File: config.mk
export PLATFORM = sky130hd
export DESIGN_NAME = de_pipe_reg
export DESIGN_NICKNAME = d
export VERILOG_FILES = /design/src/rtl/de_pipe_reg.sv
export SDC_FILE = /design/constraint.sdc
export NUM_CORES = 1
export LEC_CHECK = 0
export CORE_AREA = 4 4 161 163
export DETAILED_ROUTE_END_ITERATION = 16
export DIE_AREA = 0 0 165 167
export PLACE_DENSITY = 0.78
export SLEW_MARGIN = 20
export SYNTH_ARGS = -nofsm -noshare
export SYNTH_HDL_FRONTEND = slang
export SYNTH_SLANG_ARGS = --single-unit
File: constraint.sdc
create_clock -name clk -period 2.5 [get_ports clk]
set_input_delay 0.5 -clock clk [delete_from_list [all_inputs] [get_ports clk]]
set_output_delay 0.5 -clock clk [all_outputs]
set_load 0.01 [all_outputs]
File: src/rtl/de_pipe_reg.sv
// -----------------------------------------------------------------------------
// de_pipe_reg -- Decode-to-Execute pipeline register with stall/flush control
// and saturating stall/bubble performance counters.
//
// Parameters
//   DATA_W     width of operand, immediate and PC fields
//   REG_AW     width of register-address fields
//   CNT_W      width of each performance counter
//   RD0_SQUASH when set, a write targeting x0 is dropped at capture
//
// Ports
//   clk, rst            single clock, synchronous active-high reset
//   stall, flush        hold / bubble the E stage (flush wins over stall)
//   *D inputs           decode-stage instruction fields
//   *E outputs          registered execute-stage copies of the D fields
//   StallCnt, BubbleCnt saturating counts of stall cycles / inserted bubbles
//
// Every output comes straight from a flop; no input reaches an output
// combinationally.
// -----------------------------------------------------------------------------
module de_pipe_reg #(
    parameter int DATA_W     = 32,
    parameter int REG_AW     = 5,
    parameter int CNT_W      = 16,
    parameter bit RD0_SQUASH = 1'b1
) (
    input  logic              clk,
    input  logic              rst,
    input  logic              stall,
    input  logic              flush,
    input  logic              ValidD,
    input  logic              JumpD,
    input  logic              BranchD,
    input  logic              RegWriteD,
    input  logic              MemWriteD,
    input  logic [1:0]        ResultSrcD,
    input  logic [3:0]        ALUCtrlD,
    input  logic              ALUSrcAD,
    input  logic              ALUSrcBD,
    input  logic [DATA_W-1:0] rs1D,
    input  logic [DATA_W-1:0] rs2D,
    input  logic [DATA_W-1:0] ImmExtD,
    input  logic [DATA_W-1:0] PCD,
    input  logic [DATA_W-1:0] inc_PCD,
    input  logic [2:0]        funct3D,
    input  logic [REG_AW-1:0] RdD,
    input  logic [REG_AW-1:0] Rs1AddrD,
    input  logic [REG_AW-1:0] Rs2AddrD,
    output logic              ValidE,
    output logic              JumpE,
    output logic              BranchE,
    output logic              RegWriteE,
    output logic              MemWriteE,
    output logic [1:0]        ResultSrcE,
    output logic [3:0]        ALUCtrlE,
    output logic              ALUSrcAE,
    output logic              ALUSrcBE,
    output logic [DATA_W-1:0] rs1E,
    output logic [DATA_W-1:0] rs2E,
    output logic [DATA_W-1:0] ImmExtE,
    output logic [DATA_W-1:0] PCE,
    output logic [DATA_W-1:0] inc_PCE,
    output logic [2:0]        funct3E,
    output logic [REG_AW-1:0] RdE,
    output logic [REG_AW-1:0] Rs1AddrE,
    output logic [REG_AW-1:0] Rs2AddrE,
    output logic [CNT_W-1:0]  StallCnt,
    output logic [CNT_W-1:0]  BubbleCnt
);

    typedef struct packed {
        logic              valid;
        logic              jump;
        logic              branch;
        logic              reg_write;
        logic              mem_write;
        logic [1:0]        result_src;
        logic [3:0]        alu_ctrl;
        logic              alu_src_a;
        logic              alu_src_b;
        logic [DATA_W-1:0] rs1;
        logic [DATA_W-1:0] rs2;
        logic [DATA_W-1:0] imm_ext;
        logic [DATA_W-1:0] pc;
        logic [DATA_W-1:0] inc_pc;
        logic [2:0]        funct3;
        logic [REG_AW-1:0] rd;
        logic [REG_AW-1:0] rs1_addr;
        logic [REG_AW-1:0] rs2_addr;
    } e_stage_t;

    localparam logic [CNT_W-1:0] CNT_MAX = '1;

    e_stage_t         stage_d, stage_q, capt;
    logic [CNT_W-1:0] stall_cnt_d, stall_cnt_q;
    logic [CNT_W-1:0] bubble_cnt_d, bubble_cnt_q;
    logic             rd_is_x0;

    // Decode-stage view after side-effect gating.
    always_comb begin
        rd_is_x0       = (RdD == '0);
        capt.valid      = ValidD;
        // Side-effect enables only survive for a valid instruction.
        capt.jump       = JumpD & ValidD;
        capt.branch     = BranchD & ValidD;
        capt.mem_write  = MemWriteD & ValidD;
        capt.reg_write  = RegWriteD & ValidD & ~(RD0_SQUASH & rd_is_x0);
        capt.result_src = ResultSrcD;
        capt.alu_ctrl   = ALUCtrlD;
        capt.alu_src_a  = ALUSrcAD;
        capt.alu_src_b  = ALUSrcBD;
        capt.rs1        = rs1D;
        capt.rs2        = rs2D;
        capt.imm_ext    = ImmExtD;
        capt.pc         = PCD;
        capt.inc_pc     = inc_PCD;
        capt.funct3     = funct3D;
        capt.rd         = RdD;
        capt.rs1_addr   = Rs1AddrD;
        capt.rs2_addr   = Rs2AddrD;
    end

    // flush > stall > capture; reset is applied in the register process.
    always_comb begin
        stage_d      = stage_q;
        stall_cnt_d  = stall_cnt_q;
        bubble_cnt_d = bubble_cnt_q;
        if (flush) begin
            stage_d = '0;
            if (bubble_cnt_q != CNT_MAX) bubble_cnt_d = bubble_cnt_q + CNT_W'(1);
        end else if (stall) begin
            if (stall_cnt_q != CNT_MAX) stall_cnt_d = stall_cnt_q + CNT_W'(1);
        end else begin
            stage_d = capt;
        end
    end

    always_ff @(posedge clk) begin
        if (rst) begin
            stage_q      <= '0;
            stall_cnt_q  <= '0;
            bubble_cnt_q <= '0;
        end else begin
            stage_q      <= stage_d;
            stall_cnt_q  <= stall_cnt_d;
            bubble_cnt_q <= bubble_cnt_d;
        end
    end

    assign ValidE     = stage_q.valid;
    assign JumpE      = stage_q.jump;
    assign BranchE    = stage_q.branch;
    assign RegWriteE  = stage_q.reg_write;
    assign MemWriteE  = stage_q.mem_write;
    assign ResultSrcE = stage_q.result_src;
    assign ALUCtrlE   = stage_q.alu_ctrl;
    assign ALUSrcAE   = stage_q.alu_src_a;
    assign ALUSrcBE   = stage_q.alu_src_b;
    assign rs1E       = stage_q.rs1;
    assign rs2E       = stage_q.rs2;
    assign ImmExtE    = stage_q.imm_ext;
    assign PCE        = stage_q.pc;
    assign inc_PCE    = stage_q.inc_pc;
    assign funct3E    = stage_q.funct3;
    assign RdE        = stage_q.rd;
    assign Rs1AddrE   = stage_q.rs1_addr;
    assign Rs2AddrE   = stage_q.rs2_addr;
    assign StallCnt   = stall_cnt_q;
    assign BubbleCnt  = bubble_cnt_q;

endmodule

-- Word level (Yosys, flattened, before mapping)
Index checks and enable logic that the tools add are counted.
- register bits: 223
- input bits: 195
- output and inout bits: 223
- word-level logic and storage cells: 35
- $add $sub $neg: 2
- equality and inequality tests: 2
- bitwise operators: 7
- reductions and logical operators: 4
- operators by type and width (cell ; count):
    $add A16 B1 Y16 const B ; 2
    $ne A16 B16 Y1 const B ; 2
    $and A1 B1 Y1 ; 5
    $logic_not A5 Y1 ; 1
    $reduce_and A3 Y1 ; 1
    $not A1 Y1 ; 2
    $reduce_and A2 Y1 ; 1
    $reduce_or A2 Y1 ; 1

-- Longest topological paths before layout
- depth after elaboration: 3
- depth in mapped cells: 6
- gate-level depth less buffers: 5

-- Worst setup path after synthesis
Ideal clock, no wire load.
- kind: input port to flip-flop
- start point: in stall
- end point: reg stall_cnt_q[13], in the netlist StallCnt[13]
- setup time: 121 ps
- data arrival time: 1897 ps
- required time: 2379 ps
- path slack: 482 ps
- stages: 6
- buffers on the path: 2
- cells stage by stage: buf_2 -> nand2b_4 -> or4_1 -> buf_2 -> a211oi_1 -> mux2_2
- longest elaborated chain between the ends: 1
- RTL lines (item ; RTL line ; text):
    from (decl) ; 29 ; input logic stall,
    $reduce_and A3 Y1 (no source line) ; - ;
    to (signal assigned) ; 145 ; stall_cnt_q <= stall_cnt_d;
    to (decl) ; 95 ; logic [CNT_W-1:0] stall_cnt_d, stall_cnt_q;
Every way passes these cells.
A chain may end at the register's enable or synchronous reset.

-- Final worst setup path
- start point: reg bubble_cnt_q[3], in the netlist BubbleCnt[3]
- end point: out BubbleCnt[3]
- RTL lines (item ; RTL line ; text):
    from (decl) ; 96 ; logic [CNT_W-1:0] bubble_cnt_d, bubble_cnt_q;
    from (signal assigned) ; 146 ; bubble_cnt_q <= bubble_cnt_d;
    to (decl) ; 68 ; output logic [CNT_W-1:0] BubbleCnt
No word-level cell between the ends.

==> flow_metrics.env <==
export IMPL_seq_area_frac_synth_pct=53.3
export IMPL_dp_hpwl_um=19700
export IMPL_antenna_found_initial=2
export IMPL_grt_start_max_net_pins=109
export IMPL_netlist_area_leader_share_pct=53.3
export IMPL_cp_start_kind="flop"
export IMPL_place_congestion=0.846
export IMPL_dieArea_sq_mm=0.0276
export IMPL_finalPower_mw=8.53
export IMPL_swShare_pct=22.4
export IMPL_worstPathRequired_ns=2.00
export IMPL_placed_area_sq_mm=0.0129
export IMPL_timing_max_cap_violations=0
export IMPL_grt_pass1_wl_um=41200
export IMPL_period_share_pct=85.6
export IMPL_synth_mux_area_share_pct=23.2
export IMPL_cts_root_buffer="clkbuf_16"
export IMPL_synth_xor_xnor_area_share_pct=0
export IMPL_yosys_area_top_type="dfxtp_1"
export IMPL_p_int_mw=6.61
export IMPL_ys_warnings_count=0
export IMPL_routed_wirelength_um=26800
export IMPL_die_w_um=165
export IMPL_arrival_ns=1.64
export IMPL_synth_fa_ha_area_share_pct=0.299
export IMPL_path_buf_inv=1
export IMPL_start_util_pct=34.5
export IMPL_clock_latency_ns=0.50
export IMPL_clk_pin_slew_ns=0.06
export IMPL_async_flop_share_pct=0
export IMPL_numCtsBuffers=26
export IMPL_ys_top_cells_by_area="dfxtp_1 (53%), mux2i_1 (23%), nor2_1 (9.3%)"
export IMPL_grt_pass1_vias=7685
export IMPL_ir_worst_vdd_uv=494
export IMPL_ys_types=38
export IMPL_num_vias=7507
export IMPL_path_class="reg2out"
export IMPL_critPathCaptureType="output port"
export IMPL_wl_per_cell_um=16.8
export IMPL_status="completed"
export IMPL_fin_nets=1441
export IMPL_path_cells="clkdlybuf4s50_1"
export IMPL_die_y_um=167
export IMPL_hold_ws_ns=0.339
export IMPL_cp_top_family="buffers and inverters"
export IMPL_cp_max_fo=11
export IMPL_maxSlewViolCount=0
export IMPL_skew_ns=0.00486
export IMPL_fill_cells=2065
export IMPL_fp_coreArea_sq_mm=0.0243
export IMPL_numPortBuffers=417
export IMPL_worstHoldPathType="in2reg"
export IMPL_syn_nets=1034
export IMPL_p_per_area_mw_per_mm2=618
export IMPL_p_seq_share_pct=43.8
export IMPL_comb_power_share_pct=12.0
export IMPL_design_area_sq_mm=0.0138
export IMPL_synth_edf_count=0
export IMPL_final_util_pct=56.8
export IMPL_leakagePower_nw=5.50
export IMPL_netlist_instances=837
export IMPL_h_tree_depth=1
export IMPL_gr_total_overflow=0
export IMPL_drc=0
export IMPL_synth_area_per_cell_sq_um=10.0
export IMPL_cts_resized_gates=0
export IMPL_max_freq_ghz=0.467
export IMPL_postCtsHoldBufs=0
export IMPL_finalSetupViolCount=0
export IMPL_p_clk_share_pct=44.2
export IMPL_dr_pass1_iters=4
export IMPL_clockBufferDepth=3
export IMPL_synth_simple_gate_area_share_pct=16.7
export IMPL_top_level_ports=418
export IMPL_row_count=57
export IMPL_hold_viol=0
export IMPL_multi_input_comb_area_sq_mm=0.00370
export IMPL_slew_headroom_pct=44.2
export IMPL_period_needed_ns=2.14
export IMPL_clock_sinks=223
export IMPL_regArea_sq_mm=0.00446
export IMPL_synth_seq_cells=223
export IMPL_cts_setup_buffers=0
export IMPL_ant_nets=0
export IMPL_drive_gt1_share_pct=5.38
export IMPL_worstMarginPinSlew_ns=0.837
export IMPL_cts_tree="built"
export IMPL_p_sw_mw=1.91
export IMPL_critPathMaxStageDelay_ns=0.62
export IMPL_syn2layout_area_growth_pct=64.7
export IMPL_ys_dominant_reg_cell="dfxtp_1"
export IMPL_synth_area_sq_mm=0.00838
export IMPL_synth_compound_area_share_pct=3.96
export IMPL_grt_usage_pct=18.4
export IMPL_slowest_stage="clkdlybuf4s50_1"
export IMPL_synthTopCellsByCount="dfxtp_1 (223), nor2_1 (207), mux2i_1 (189)"
export IMPL_num_antenna_cells=0
export IMPL_synth_most_common_cell="dfxtp_1"
export IMPL_viasPerCell=4.73
export IMPL_drtIter0Drc=323
export IMPL_rsz0062_at_grt="false"
export IMPL_synth_top_family_by_area="multiplexers"
-- routing by layer --
layer | wire [um] | vias to the layer above | global-route usage, %
met2 | 13100 | 308 | 32.6
met3 | 2900 | 61 | 7.79
li1 | - | 3713 | -
met1 | 9850 | 3421 | 19.4
met4 | 887 | 4 | 6.47
met5 | 21 | - | 0
-- metrics by stage --
step	std cells	TNS, ns	worst slack [ns]
5_1_grt	1588	0	0.247
3_5_place_dp	1540	-0.0105	-0.0105
2_1_floorplan	837	0	0.482
3_3_place_gp	1540	0	0.0404
6_report	1588	0	0.361
4_1_cts	1588	0	0.325
-- worst min-delay path, cell delays in order --
cell     delay [ns]
buf_8          0.15
mux2i_1        0.09
nor2_1         0.07
-- state kept, by name (all words and copies together) (netlist names), 16 cells and up --
register	cells
StallCnt	16
PCE	32
BubbleCnt	16
ImmExtE	32
rs2E	32
inc_PCE	32
rs1E	32
-- cells by family (layout without fill, tap and decap cells) --
| group | after synthesis | after routing |
|---|---|---|
| compound gates | 53 | 53 |
| fa+ha+maj | 2 | 2 |
| buf+inv | 56 | 483 |
| flops | 223 | 223 |
| mux | 194 | 194 |
| simple gates | 309 | 309 |
-- cell usage in the layout (no fill, tap or decap), types with 5 or more instances in the layout --
cell type	netlist	routed
a21oi_1	24	24
a31oi_1	6	6
and2_1	5	5
buf_4	0	11
clkbuf_1	30	5
clkbuf_16	0	27
clkbuf_8	0	8
clkdlybuf4s50_1	0	416
clkinv_2	0	5
dfxtp_1	223	223
mux2_2	5	5
mux2i_1	189	189
nand2_1	17	17
nand3_1	13	13
nand4_1	13	13
nor2_1	207	207
nor2b_1	8	8
nor3_1	14	14
o31ai_1	7	7
or4_1	9	9
-- cell type report --
class | instances | share of cell area [%]
repair buffers | 432 | 31.5
multi-input cells | 558 | 26.8
inverters | 3 | 0.0816
flip-flops and latches | 223 | 32.3
clock inverters | 8 | 0.526
clock buffers | 40 | 5.83
well taps | 324 | 2.94
-- final timing paths --
check | slack [ns] | from | cells after the start | endpoint
worst max-delay path | 0.36 | BubbleCnt[3]$_SDFFE_PP0P_ | 1 | BubbleCnt[3]
worst max register to register | 0.41 | BubbleCnt[0]$_SDFFE_PP0P_ | 5 | BubbleCnt[0]$_SDFFE_PP0P_
worst min register to register | 0.47 | RegWriteE$_SDFFE_PP0N_ | 2 | RegWriteE$_SDFFE_PP0N_
worst min-delay path | 0.34 | stall | 3 | rs1E[3]$_SDFFE_PP0N_
-- power groups by stage --
| stage | registers [mW] | logic (mW) | clock network (mW) |
|---|---|---|---|
| 2_1_floorplan | 3.85 | 0.362 | 0 |
| 3_3_place_gp | 3.80 | 1.02 | 0 |
| 3_5_place_dp | 3.81 | 1.03 | 0 |
| 4_1_cts | 3.73 | 1.04 | 3.87 |
| 5_1_grt | 3.74 | 1.11 | 4.05 |
| 6_report | 3.73 | 1.03 | 3.77 |
(Power assumes the default switching activity.)
